===== src/rtl/param_shift_register_if.sv =====
// Bus bundle for param_shift_register: mode/data/serial inputs and register outputs.
// There is no valid/ready handshake: the sampled mode is applied on every rising edge.
interface param_shift_register_if #(
    parameter int WIDTH = 8
) ();
    logic [1:0]       mode;
    logic [WIDTH-1:0] d;
    logic             sin_msb;
    logic             sin_lsb;
    logic [WIDTH-1:0] Q;
    logic [WIDTH-1:0] Qb;
    logic             sout_lsb;
    logic             sout_msb;
    logic             busy;
    logic             done;
    logic             dbg_state;

    modport master (
        output mode, d, sin_msb, sin_lsb,
        input  Q, Qb, sout_lsb, sout_msb, busy, done, dbg_state
    );

    modport slave (
        input  mode, d, sin_msb, sin_lsb,
        output Q, Qb, sout_lsb, sout_msb, busy, done, dbg_state
    );
endinterface


===== src/rtl/param_shift_register.sv =====
// WIDTH-bit hold/shift/load register with a load-triggered shift counter (busy/done).
// Optional macro SHIFT_ROTATE_EN turns serial-in shifts into rotates.
module param_shift_register #(
    parameter int               WIDTH     = 8,
    parameter logic [WIDTH-1:0] RESET_VAL = {WIDTH{1'b0}}
) (
    input logic                  clk,
    input logic                  rst_n,
    param_shift_register_if.slave bus
);
    localparam int CW = $clog2(WIDTH + 1);

    typedef enum logic {
        IDLE   = 1'b0,
        ACTIVE = 1'b1
    } state_t;

    state_t           r_state;
    state_t           w_state_next;
    logic [WIDTH-1:0] r_q;
    logic [WIDTH-1:0] w_q_next;
    logic [CW-1:0]    r_cnt;
    logic [CW-1:0]    w_cnt_next;
    logic             r_done;
    logic             w_done_next;
    logic             w_in_msb;
    logic             w_in_lsb;
    logic             w_shift;

`ifdef SHIFT_ROTATE_EN
    assign w_in_msb = r_q[0];
    assign w_in_lsb = r_q[WIDTH-1];
`else
    assign w_in_msb = bus.sin_msb;
    assign w_in_lsb = bus.sin_lsb;
`endif

    assign w_shift = (bus.mode == 2'b01) || (bus.mode == 2'b10);

    always_comb begin
        w_q_next     = r_q;
        w_cnt_next   = r_cnt;
        w_state_next = r_state;
        w_done_next  = 1'b0;
        case (bus.mode)
            2'b01:   w_q_next = {w_in_msb, r_q[WIDTH-1:1]};
            2'b10:   w_q_next = {r_q[WIDTH-2:0], w_in_lsb};
            2'b11:   w_q_next = bus.d;
            default: w_q_next = r_q;
        endcase
        // A load always (re)starts the count; only shifts in ACTIVE advance it.
        if (bus.mode == 2'b11) begin
            w_cnt_next   = '0;
            w_state_next = ACTIVE;
        end else if (w_shift && (r_state == ACTIVE)) begin
            if (r_cnt == CW'(WIDTH - 1)) begin
                w_cnt_next   = '0;
                w_state_next = IDLE;
                w_done_next  = 1'b1;
            end else begin
                w_cnt_next = r_cnt + 1'b1;
            end
        end
    end

    always_ff @(posedge clk) begin
        if (!rst_n) begin
            r_q     <= RESET_VAL;
            r_cnt   <= '0;
            r_state <= IDLE;
            r_done  <= 1'b0;
        end else begin
            r_q     <= w_q_next;
            r_cnt   <= w_cnt_next;
            r_state <= w_state_next;
            r_done  <= w_done_next;
        end
    end

    assign bus.Q         = r_q;
    assign bus.Qb        = ~r_q;
    assign bus.sout_lsb  = r_q[0];
    assign bus.sout_msb  = r_q[WIDTH-1];
    assign bus.busy      = (r_state == ACTIVE);
    assign bus.done      = r_done;
    assign bus.dbg_state = r_state;
endmodule


===== src/flat_wrapper.sv =====
// flat-port wrapper written by rule: the top's interface ports become plain ports
module param_shift_register_flat 
#(
    parameter int               WIDTH     = 8,
    parameter logic [WIDTH-1:0] RESET_VAL = {WIDTH{1'b0}}
)
  (clk, rst_n, bus_mode, bus_d, bus_sin_msb, bus_sin_lsb, bus_Q, bus_Qb, bus_sout_lsb, bus_sout_msb, bus_busy, bus_done, bus_dbg_state);
  param_shift_register_if #(.WIDTH(WIDTH)) bus_i ();
  input logic clk;
  input logic rst_n;
  input wire logic [$bits(bus_i.mode)-1:0] bus_mode;
  input wire logic [$bits(bus_i.d)-1:0] bus_d;
  input wire logic [$bits(bus_i.sin_msb)-1:0] bus_sin_msb;
  input wire logic [$bits(bus_i.sin_lsb)-1:0] bus_sin_lsb;
  output wire logic [$bits(bus_i.Q)-1:0] bus_Q;
  output wire logic [$bits(bus_i.Qb)-1:0] bus_Qb;
  output wire logic [$bits(bus_i.sout_lsb)-1:0] bus_sout_lsb;
  output wire logic [$bits(bus_i.sout_msb)-1:0] bus_sout_msb;
  output wire logic [$bits(bus_i.busy)-1:0] bus_busy;
  output wire logic [$bits(bus_i.done)-1:0] bus_done;
  output wire logic [$bits(bus_i.dbg_state)-1:0] bus_dbg_state;
  assign bus_i.mode = bus_mode;
  assign bus_i.d = bus_d;
  assign bus_i.sin_msb = bus_sin_msb;
  assign bus_i.sin_lsb = bus_sin_lsb;
  assign bus_Q = bus_i.Q;
  assign bus_Qb = bus_i.Qb;
  assign bus_sout_lsb = bus_i.sout_lsb;
  assign bus_sout_msb = bus_i.sout_msb;
  assign bus_busy = bus_i.busy;
  assign bus_done = bus_i.done;
  assign bus_dbg_state = bus_i.dbg_state;
  param_shift_register #(.WIDTH(WIDTH), .RESET_VAL(RESET_VAL)) u_core (.clk(clk), .rst_n(rst_n), .bus(bus_i));
endmodule

===== config.mk =====
export PLATFORM = sky130hd
export DESIGN_NAME = param_shift_register_flat
export DESIGN_NICKNAME = d
export VERILOG_FILES = /design/src/rtl/param_shift_register_if.sv /design/src/rtl/param_shift_register.sv /design/src/flat_wrapper.sv
export SDC_FILE = /design/constraint.sdc
export NUM_CORES = 1
export LEC_CHECK = 0
export CAP_MARGIN = 40
export CORE_MARGIN = 2
export CORE_UTILIZATION = 43
export DETAILED_ROUTE_END_ITERATION = 8
export GPL_ROUTABILITY_DRIVEN = 0
export PLACE_DENSITY = 0.92
export SETUP_SLACK_MARGIN = 0.4
export SLEW_MARGIN = 0
export SYNTH_ARGS = -nofsm -noshare
export SYNTH_HDL_FRONTEND = slang
export SYNTH_SLANG_ARGS = --single-unit

===== constraint.sdc =====
create_clock -name clk -period 3.1 [get_ports clk]
set_input_delay 0.465 -clock clk [delete_from_list [all_inputs] [get_ports clk]]
set_output_delay 0.465 -clock clk [all_outputs]
set_load 0.01 [all_outputs]

======== After elaboration in Yosys (flattened, before gate mapping) ========
Index checks and enable logic that the tools add are counted.
storage, ports and cells
  output and inout port bits .............. 21
  bits of input ports ..................... 14
  register bits ........................... 14
cells by class
  muxes and demuxes ....................... 6
  reductions and logical operators ........ 8
  add/subtract/negate cells ............... 1
  eq/ne operators ......................... 4
  bitwise logic cells ..................... 3
operators by type and width
  cell                                                              number
  8-bit one-hot mux with 3 select lines                             1
  8-bit inverter                                                    1
  4-bit by 1-bit adder with 4-bit output (second input constant)    1
  2-bit == test (second input constant)                             2
  4-bit by 3-bit == test with 1-bit output (second input constant)  1
  1-bit 2-to-1 mux                                                  4
  4-bit 2-to-1 mux                                                  1
  2-bit nonzero test                                                2
  3-bit nonzero test                                                1
  3-bit OR reduction                                                1
  2-bit by 1-bit == test with 1-bit output (second input constant)  1
  1-bit inverter                                                    2
  2-bit AND reduction                                               1
  2-bit OR reduction                                                1
  1-bit logical AND                                                 1
  1-bit logical OR                                                  1

======== Longest topological paths before layout ========
Gate-level depths: netlist (run 1).
  depth in word-level cells ............... 5
  mapped depth ............................ 7
  gate-level depth less buffers ........... 5

======== Least setup slack after synthesis (run 1) ========
Ideal clock, no wire load.
  path type ............................... in2reg
  start ................................... in bus_mode[0]
  end ..................................... reg u_core.r_cnt[3]
  library setup time ...................... 0.070 ns
  cell stages on the path ................. 5
  buffers on the path ..................... 0
  data arrival time ....................... 1.488 ns
  path slack .............................. 1.542 ns
  data required time ...................... 3.030 ns
  cell sequence ........................... inv_1 ha_1 nand3_2 or4_1 a21oi_1
between the ends
  cells in the longest elaborated chain, start to end .. 3
  elaborated cells on any way between the ends .. 6
  classes of those cells .................. eq/ne (3); reduce/logical (3)
RTL lines
  element                                                                           line                        source
  from (decl)                                                                       flat_wrapper.sv:11          input wire logic [$bits(bus_i.mode)-1:0] bus_mode;
  2-bit by 1-bit == test with 1-bit output / 2-bit == test (equally long branches)  param_shift_register.sv:38  assign w_shift = (bus.mode == 2'b01) || (bus.mode == 2'b10);
  1-bit logical OR                                                                  param_shift_register.sv:38
  1-bit logical AND                                                                 param_shift_register.sv:55  end else if (w_shift && (r_state == ACTIVE)) begin
  to (signal assigned)                                                              param_shift_register.sv:74  r_cnt <= w_cnt_next;
  to (decl)                                                                         param_shift_register.sv:22  logic [CW-1:0] r_cnt;
Several ways; a longest one is shown, not always the timed one.
A chain may end at the register's enable or synchronous reset.

======== Final worst setup path (run 1) ========
  start ................................... in bus_mode[0]
  end ..................................... reg u_core.r_q[5], in the netlist u_core.bus.Q[5]
between the ends
  cells in the longest elaborated chain, start to end .. 2
  elaborated cells on any way between the ends .. 5
  classes of those cells .................. eq/ne (3); mux (1); reduce/logical (1)
RTL lines
  element                                                                             line                        source
  2-bit == test / 2-bit by 1-bit == test with 1-bit output (equally long branches)    param_shift_register.sv:45  case (bus.mode)
  8-bit one-hot mux with 3 select lines / 3-bit nonzero test (equally long branches)  n/a
  to (signal assigned)                                                                param_shift_register.sv:73  r_q <= w_q_next;
  to (decl)                                                                           param_shift_register.sv:20  logic [WIDTH-1:0] r_q;
Several ways; a longest one is shown, not always the timed one.

==> flow_summary_export.csv, run 1 <==
group,metric,value,unit
outcome,outcome,"finished, final reports clean",
worst_setup_path,crit_end,"u_core.bus.Q[5]$_SDFFE_PN0P_",
power,leakagePower,0.000403,µW
floorplanning,core_area,1710,µm²
synth,ys_top_cells_by_area,"dfxtp_1 36%, a221oi_1 9.1%, nor3b_1 8.8%, ha_1 8.1%, a21oi_1 6.5%",
grt,grt_pass1_vias,674,
clocking,cts_made_buffers,3,
detailed_routing,wl,1.81,mm
synth,synth-seq-area-share,36.4,%
worst_setup_path,r2r_slack,1.82,ns
grt,grt_start_max_net_pins,18,
detailed_routing,dr.pass1.iters,4,
job,cap_violations,0,
floorplanning,rows,15,
clocking,postCtsSetupBuffers,0,
timing,rsz0062_at_grt,"false",
synth,synth.cell_area,769,µm²
timing,fin_tns_setup,0,ns
timing,fin_skew,0.00815,ns
grt,antenna_found_initial,0,
final_layout,area_delta_synth_final,45.4,%
final_layout,layout-drive-gt1-share,3.33,%
clocking,cts.htree.levels,1,
grt,grt_pass1_wl,2.80,mm
synth,synth_seq_cells,14,
grt,grt_overflow_total,0,
synth,synth.avg_cell_area,8.46,µm²
placed_design,portBuffers,34,
final_layout,antennaDiodeCount,0,
timing,tightest_slew,0.544,ns
clocking,cts_hold_buf,0,
synth,ys_types,22,
floorplanning,fp.dieW,46.3,µm
timing,timing.final.crit_share,66.6,%
worst_setup_path,reg2regPathDepth,3,
clocking,clockBufferDepth,2,
detailed_routing,wl_per_cell,12.5,µm
detailed_routing,drcViolationCount,0,
synth,yosysWarnings,0,
timing,relSlewSlack,63.7,%
timing,setup_viol,0,
power,vdd_drop_max,0.000242,V
worst_setup_path,critical_path_class,"in2reg",
placed_design,post-dp-hpwl,1.43,mm
timing,slew_violations,0,
clocking,clock_latency,0.27,ns
grt,grt_usage,18.4,%
synth,yosysTopAreaCell,"dfxtp_1",
timing,hold_violations,0,
worst_setup_path,r2r_start,"u_core.bus.busy$_SDFFE_PN0P_",
clocking,clkSlewWorstSetupHoldPaths,0.07,ns
timing,period_minus_slack,2.06,ns
floorplanning,chipHeight,46.3,µm
detailed_routing,ant_nets,0,
clocking,clkSinkCount,14,
synth,synth_top_area_share,36.4,%
worst_setup_path,end_kind,"flip-flop",
floorplanning,io_pins,35,
worst_setup_path,cp-start-kind,"input port",
worst_setup_path,worstPathArrival,2.21,ns
worst_setup_path,crit_path_max_fanout,17,
power,powerDensity,360,nW/µm²
timing,fmax,0.484,GHz
final_layout,nNetsFinal,141,
clocking,cts_tree,"built",
synth,synth.net_count,110,
worst_setup_path,r2r-end,"u_core.r_cnt[3]$_SDFFE_PP0P_",
detailed_routing,vias,757,
detailed_routing,vias_per_cell,5.22,
detailed_routing,drtIter0Drc,6,
floorplanning,die_area,2140,µm²
synth,synth_cells,91,
worst_setup_path,critPathLaunch,"bus_mode[0]",
clocking,cts-resized-gates,0,
clocking,cts-root-buf,"clkbuf_4",
worst_setup_path,cp_data_required_time,3.24,ns
hold_path,min_path_type,"reg2reg",
timing,holdWs,0.482,ns
floorplanning,initial_utilization,45.1,%
## sequential cells by signal, summed over array words and instances, names as in the netlist
| register | count |
|---|---|
| u_core.bus.done | 1 |
| u_core.bus.Q | 8 |
| u_core.r_cnt | 4 |
| u_core.bus.busy | 1 |
## how the worst min path moves through the flow
stage / startpoint / to / depth (start not counted)
floorplan: u_core.r_cnt[1]$_SDFFE_PP0P_ / u_core.r_cnt[1]$_SDFFE_PP0P_ / 2
global placement: u_core.r_cnt[1]$_SDFFE_PP0P_ / u_core.r_cnt[1]$_SDFFE_PP0P_ / 2
detailed placement: u_core.r_cnt[1]$_SDFFE_PP0P_ / u_core.r_cnt[1]$_SDFFE_PP0P_ / 2
CTS: u_core.r_cnt[1]$_SDFFE_PP0P_ / u_core.r_cnt[1]$_SDFFE_PP0P_ / 2
global route: u_core.r_cnt[1]$_SDFFE_PP0P_ / u_core.r_cnt[1]$_SDFFE_PP0P_ / 2
finish: u_core.r_cnt[1]$_SDFFE_PP0P_ / u_core.r_cnt[1]$_SDFFE_PP0P_ / 2
## critical path, stage by stage
cell and delay [ns]:
clkdlybuf4s50_1 0.51, inv_1 0.08, ha_1 0.39, o21a_1 0.35, a221oi_1 0.32, a21oi_1 0.10
## per-stage QoR
step / total power [µW] / utilization, % / area (µm²) / setup slack [ns] / instances
after floorplan: 250 / - / 769 / 1.54 / 91
after global placement: 304 / 64.2 / 1100 / 0.819 / 142
after detailed placement: 308 / 64.2 / 1100 / 0.757 / 142
after CTS: 406 / 65.5 / 1120 / 1.05 / 145
after global routing: 424 / 65.5 / 1120 / 0.898 / 145
final: 402 / 65.5 / 1120 / 1.04 / 145
## layer usage
layer  share of wire (%)  GRT usage, %
met2                  51          35.3
met1                  42          19.4
met5                   0             0
met3                 6.0          4.31
met4                0.61          5.14
## power breakdown
part | leakage (µW) | switching (µW) | internal, µW | total [µW]
clock network | 0.0000138 | 54.3 | 45.0 | 99.2
logic | 0.000275 | 43.3 | 61.3 | 105
registers | 0.000114 | 10.3 | 188 | 199
## synth_stat cells, drive strengths merged
| cell | instances |
|---|---|
| xor2 | 2 |
| nand3b | 1 |
| inv | 11 |
| buf | 6 |
| dfxtp | 14 |
| or4 | 1 |
| nor2 | 1 |
| o21a | 1 |
| ha | 5 |
| nand2b | 1 |
| and3b | 1 |
| o21ai | 10 |
| a21oi | 10 |
| nor3 | 1 |
| clkbuf | 2 |
| nor3b | 9 |
| nand2 | 3 |
| nand3 | 3 |
| a221oi | 8 |
| o211ai | 1 |
## cells by family (layout without fill, tap and decap cells)
| group | count (synthesis) | count (layout) | synth area share (%) |
|---|---|---|---|
| buffers and inverters | 19 | 48 | 11.2 |
| flip-flops | 14 | 14 | 36.4 |
| XOR/XNOR | 2 | 2 | 2.28 |
| adder cells (fa/ha/maj) | 5 | 5 | 8.13 |
| AO/OA/AOI/OAI | 30 | 30 | 24.1 |
| AND/OR/NAND/NOR | 21 | 21 | 17.9 |
## placed cells by master (no fill, tap or decap), drive strengths merged
cell type       n
inv            11
ha              5
a221oi          8
nand3           3
nand2           3
a21oi          10
o21ai          10
clkdlybuf4s50  34
dfxtp          14
and3b           1
nand3b          1
nand2b          1
clkbuf          3
nor3            1
o21a            1
nor3b           9
xor2            2
nor2            1
o211ai          1
or4             1
## layout make-up
cell class / count / area (µm²)
inverters: 11 / 41.3
clock buffers: 3 / 22.5
well taps: 25 / 31.3
flip-flops and latches: 14 / 280
multi-input cells: 58 / 403
repair buffers: 34 / 340
fillers: 153 / 589
Power figures use the tool's default switching activity.
==> inputs of run 2 (changes only) <==
--- a/config.mk
+++ b/config.mk
@@ -7,10 +7,10 @@
 export LEC_CHECK = 0
 export CAP_MARGIN = 40
 export CORE_MARGIN = 2
-export CORE_UTILIZATION = 43
+export CORE_UTILIZATION = 40
 export DETAILED_ROUTE_END_ITERATION = 8
 export GPL_ROUTABILITY_DRIVEN = 0
-export PLACE_DENSITY = 0.92
+export PLACE_DENSITY = 0.87
 export SETUP_SLACK_MARGIN = 0.4
 export SLEW_MARGIN = 0
 export SYNTH_ARGS = -nofsm -noshare
==> constraint.sdc (replaced) <==
create_clock -name clk -period 2 [get_ports clk]
set_input_delay 0.3 -clock clk [delete_from_list [all_inputs] [get_ports clk]]
set_output_delay 0.3 -clock clk [all_outputs]
set_load 0.01 [all_outputs]
==> run 2 against run 1 <==
- flip-flop and latch count stayed put
- highest routed layer is now met3
- largest power group unchanged
- clock skew decreased by 0.0014 ns
- critical path depth down 5
- final area grew 3.4%
- critical path type is now reg2out
- combinational power up 58%
- sequential share of layout area fell by 0.49 points
==> flow_summary_export.csv, run 2 (synthesis gave the netlist of run 1 again) <==
group,metric,value,unit
power,leakagePower,0.000429,µW
clocking,clkSinkCount,14,
floorplanning,chipHeight,47.9,µm
detailed_routing,drcViolationCount,0,
timing,timing.final.crit_share,76.9,%
grt,grt_pass1_vias,651,
grt,grt_overflow_total,0,
clocking,cts-root-buf,"clkbuf_4",
final_layout,final_cell_count_no_fill,149,
hold_path,min_path_type,"reg2reg",
worst_setup_path,end_kind,"primary output",
timing,rsz0062_at_grt,"false",
clocking,cts_hold_buf,0,
worst_setup_path,crit_slowest_cell,"clkdlybuf4s50_1",
worst_setup_path,path_buf_inv,1,
detailed_routing,vias,768,
clocking,cts_tree,"built",
final_layout,mostFrequentLayoutCells,"32 x clkdlybuf4s50_1, 13 x dfxtp_1, 11 x inv_1",
final_layout,layout-drive-gt1-share,7.26,%
floorplanning,fp.dieW,47.9,µm
clocking,clock_latency,0.27,ns
timing,setup_viol,0,
timing,period_minus_slack,1.54,ns
power,intPower,499,µW
worst_setup_path,max_stage_delay,0.56,ns
power,vdd_drop_max,0.000318,V
clocking,clkSlewWorstSetupHoldPaths,0.09,ns
timing,tightest_slew,0.399,ns
timing,fin_skew,0.00671,ns
grt,grt_pass1_wl,2.70,mm
floorplanning,core_area,1760,µm²
worst_setup_path,critical_path_class,"reg2out",
final_layout,nFillCells,169,
outcome,outcome,"finished, final reports clean",
final_layout,largest_register_ffs,8,
clocking,cts.htree.levels,1,
timing,relSlewSlack,73.4,%
clocking,clockBufferDepth,2,
worst_setup_path,worstPathArrival,1.24,ns
floorplanning,die_area,2290,µm²
placed_design,post-dp-hpwl,1.40,mm
power,switching_power,172,µW
worst_setup_path,crit_path_max_fanout,5,
placed_design,dp.cells,145,
placed_design,portBuffers,34,
final_layout,final_core_util,65.5,%
floorplanning,rows,15,
power,power_frac_comb,24.7,%
floorplanning,initial_utilization,43.6,%
worst_setup_path,cp_top_family,"buffers and inverters",
power,switching_share,25.6,%
final_layout,antennaDiodeCount,0,
worst_setup_path,crit_chain,"clkdlybuf4s50_1",
grt,grt_usage,16.4,%
grt,grt_start_max_net_pins,17,
timing,slew_violations,0,
detailed_routing,wl_per_cell,12.1,µm
floorplanning,io_pins,35,
final_layout,nNetsFinal,144,
timing,fin_tns_setup,0,ns
final_layout,final_common_cell,"clkdlybuf4s50_1",
job,cap_violations,0,
worst_setup_path,cp_data_required_time,1.70,ns
grt,antenna_found_initial,0,
timing,hold_violations,0,
detailed_routing,vias_per_cell,5.15,
power,power_frac_seq,45.7,%
worst_setup_path,cp-start-kind,"flip-flop",
detailed_routing,dr.pass1.iters,4,
detailed_routing,ant_nets,0,
final_layout,area_delta_synth_final,50.2,%
power,clkPwrFrac,29.6,%
power,powerDensity,581,nW/µm²
clocking,cts_made_buffers,3,
detailed_routing,wl,1.80,mm
timing,fmax,0.650,GHz
detailed_routing,drtIter0Drc,12,
[run 2: final timing paths]
path,from,to,slack (ns),depth (start not counted)
worst max-delay path,u_core.bus.Q[0]$_SDFFE_PN0P_,bus_Q[0],0.46,1
worst min-delay path,u_core.r_cnt[1]$_SDFFE_PP0P_,u_core.r_cnt[1]$_SDFFE_PP0P_,0.48,2
worst max register to register,u_core.r_cnt[0]$_SDFFE_PP0P_,u_core.r_cnt[3]$_SDFFE_PP0P_,0.74,3
worst min register to register,u_core.r_cnt[1]$_SDFFE_PP0P_,u_core.r_cnt[1]$_SDFFE_PP0P_,0.48,2
[run 2: power groups by stage]
stage / Combinational, µW / Clock, µW / Sequential [µW]
6_report: 166 / 199 / 307
4_1_cts: 166 / 205 / 308
5_1_grt: 182 / 216 / 309
2_1_floorplan: 70.6 / 0 / 317
3_5_place_dp: 167 / 0 / 315
3_3_place_gp: 163 / 0 / 313
[run 2: layout make-up]
class / count / area [µm²] / share of cell area (%)
Multi-Input combinational cell: 58 / 403 / 34.8
Timing Repair Buffer: 37 / 360 / 31.2
Sequential cell: 14 / 284 / 24.6
Inverter: 11 / 41.3 / 3.57
Clock buffer: 4 / 36.3 / 3.14
Tap cell: 25 / 31.3 / 2.71
[run 2: tightest hold or removal path, stage by stage (launching register included)]
cell and delay [ns]:
dfxtp_1 0.33, nand2_1 0.05, a21oi_1 0.06
[run 2: per-layer routing]
metal	vias to the layer above	part of all wire [%]	GRT usage, %
met5	-	0	0
met1	358	43	19.2
met3	0	5.2	3.40
li1	387	-	-
met2	23	51	29.6
met4	0	0	4.86
[run 2: what timing repair did]
action,4_1_cts,5_1_grt
gates resized for setup,3,1
setup endpoints to repair,10,2
buffers inserted,0,0
[run 2: metrics by stage]
step | area, µm² | worst slack [ns] | total power [µW] | hold slack, ns
after floorplan | 769 | 0.607 | 388 | 0.453
after global placement | 1120 | 0.0856 | 476 | 0.463
after detailed placement | 1120 | 0.00530 | 481 | 0.474
after CTS | 1150 | 0.435 | 679 | 0.486
after global routing | 1160 | 0.401 | 707 | 0.506
final | 1160 | 0.462 | 672 | 0.483
==> inputs of run 3 (changes only) <==
==> constraint.sdc (replaced) <==
create_clock -name clk -period 1.55 [get_ports clk]
set_input_delay 0.2325 -clock clk [delete_from_list [all_inputs] [get_ports clk]]
set_output_delay 0.2325 -clock clk [all_outputs]
set_load 0.01 [all_outputs]
==> run 3 against run 2 <==
- register-to-register slack got worse by 0.37 ns
- sequential share of layout area fell by 3.4 points
- count of clock-buffer cells in the layout unchanged
- setup slack got worse by 0.099 ns
- flip-flop and latch count did not move
- largest power group unchanged
- total power is 42% higher
- sequential power grew 29%
==> flow_summary_export.csv, run 3 (synthesis gave the netlist of run 1 again) <==
group,metric,value,unit
clocking,clkSlewWorstSetupHoldPaths,0.08,ns
final_layout,largest_register_ffs,8,
job,cap_violations,0,
placed_design,portBuffers,34,
timing,period_minus_slack,1.19,ns
timing,hold_violations,0,
worst_setup_path,cp-start-kind,"input port",
detailed_routing,drcViolationCount,0,
power,powerDensity,668,nW/µm²
worst_setup_path,cp_data_required_time,1.72,ns
final_layout,area_delta_synth_final,85.4,%
timing,rsz0062_at_grt,"true",
detailed_routing,dr.pass1.iters,4,
floorplanning,initial_utilization,43.6,%
timing,worst_slack,0.363,ns
detailed_routing,wl_per_cell,15.4,µm
timing,timing.final.crit_share,76.6,%
detailed_routing,drtIter0Drc,6,
placed_design,post-dp-hpwl,1.54,mm
final_layout,final_core_util,80.9,%
worst_setup_path,crit_path_max_fanout,8,
final_layout,nNetsFinal,161,
clocking,cts.htree.levels,1,
grt,grt_pass1_wl,3.85,mm
hold_path,whs_path_depth,3,
power,switching_power,281,µW
grt,grt_usage,24.5,%
clocking,clockBufferDepth,2,
hold_path,min_path_type,"in2reg",
clocking,clkSinkCount,14,
power,p_total,952,µW
power,intPower,671,µW
power,vdd_drop_max,0.000581,V
timing,tightest_slew,0.440,ns
outcome,outcome,"finished, final reports clean",
timing,slew_violations,0,
final_layout,mostFrequentLayoutCells,"17 x buf_4, 11 x clkbuf_2, 10 x o21ai_0, 10 x a21oi_1, 10 x clkdlybuf4s50_1",
clocking,cts-root-buf,"clkbuf_4",
floorplanning,rows,15,
grt,grt_overflow_total,0,
floorplanning,chipHeight,47.9,µm
timing,fin_tns_setup,0,ns
power,power_frac_comb,30.1,%
worst_setup_path,worstPathArrival,1.35,ns
grt,antenna_found_initial,0,
detailed_routing,vias,875,
worst_setup_path,end_kind,"flip-flop",
power,power_frac_seq,41.6,%
timing,setup_viol,0,
timing,fmax,0.843,GHz
grt,grt_pass1_vias,893,
worst_setup_path,critical_path_class,"in2reg",
clocking,clock_latency,0.29,ns
final_layout,layout-drive-gt1-share,58.2,%
detailed_routing,wl,2.55,mm
power,clkPwrFrac,28.3,%
final_layout,multiInputGateArea,569,µm²
placed_design,dp_slack,-0.350,ns
timing,fin_skew,0.00402,ns
floorplanning,die_area,2290,µm²
final_layout,nFillCells,110,
detailed_routing,ant_nets,0,
timing,relSlewSlack,70.6,%
worst_setup_path,reg2regPathDepth,3,
floorplanning,io_pins,35,
final_layout,final_common_cell,"buf_4",
detailed_routing,vias_per_cell,5.27,
final_layout,antennaDiodeCount,0,
power,leakagePower,0.000589,µW
power,switching_share,29.5,%
floorplanning,fp.dieW,47.9,µm
grt,grt_start_max_net_pins,17,
final_layout,register_area,302,µm²
clocking,cts_tree,"built",
clocking,cts_made_buffers,3,
floorplanning,core_area,1760,µm²
==> run 3: changes by cell type in the layout (fill, tap and decap cells not counted), sizes merged <==
cell / delta
buf: +24
clkdlybuf4s50: -22
clkbuf: +11
clkdlybuf4s15: +4
dlygate4sd2: -1
dlymetal6s2s: +1
==> run 3: path summary, 6_finish.rpt <==
check,slack (ns),to,start
max reg2reg,0.37,u_core.r_cnt[3]$_SDFFE_PP0P_,u_core.r_cnt[0]$_SDFFE_PP0P_
min reg2reg,0.51,u_core.r_cnt[3]$_SDFFE_PP0P_,u_core.r_cnt[3]$_SDFFE_PP0P_
max,0.36,u_core.bus.Q[0]$_SDFFE_PN0P_,bus_mode[0]
min,0.43,u_core.bus.Q[0]$_SDFFE_PN0P_,rst_n
==> run 3: through the flow <==
step,hold slack (ns),cells,area (µm²)
2_1_floorplan,0.395,91,887
3_3_place_gp,0.466,149,1260
6_report,0.429,166,1430
5_1_grt,0.455,166,1430
4_1_cts,0.504,165,1430
3_5_place_dp,0.479,149,1260
==> run 3: power by group through the flow <==
stage | clock [µW] | combinational [µW] | sequential, µW
6_report | 270 | 287 | 396
5_1_grt | 292 | 307 | 398
4_1_cts | 280 | 277 | 395
3_5_place_dp | 0 | 258 | 408
3_3_place_gp | 0 | 252 | 407
2_1_floorplan | 0 | 118 | 411
==> run 3: layout make-up <==
class | instances | area share, %
tap | 25 | 2.19
inverter | 11 | 3.95
clock buffer | 4 | 2.54
sequential | 14 | 21.1
timing repair buffer | 54 | 30.3
multi-input combinational | 58 | 39.9
==> run 3: routing by layer <==
layer,vias to the layer above,track usage [%],wire [µm]
met5,-,0,0
met3,5,5.28,111
met2,31,44.0,1370
met1,417,26.3,1030
met4,0,13.5,36
li1,422,-,-
==> run 3: what timing repair did <==
item / CTS / global route
setup buffers: 12 / 1
pin swaps: 9 / 6
resized for setup: 80 / 24
hold buffers: 0 / 0
setup endpoints to repair: 35 / 25
==> run 3: critical path, cell delays in order <==
cell and delay (ns):
buf_6 0.09, buf_6 0.12, buf_6 0.12, ha_4 0.16
o21a_4 0.25, a221oi_2 0.27, a21oi_1 0.10
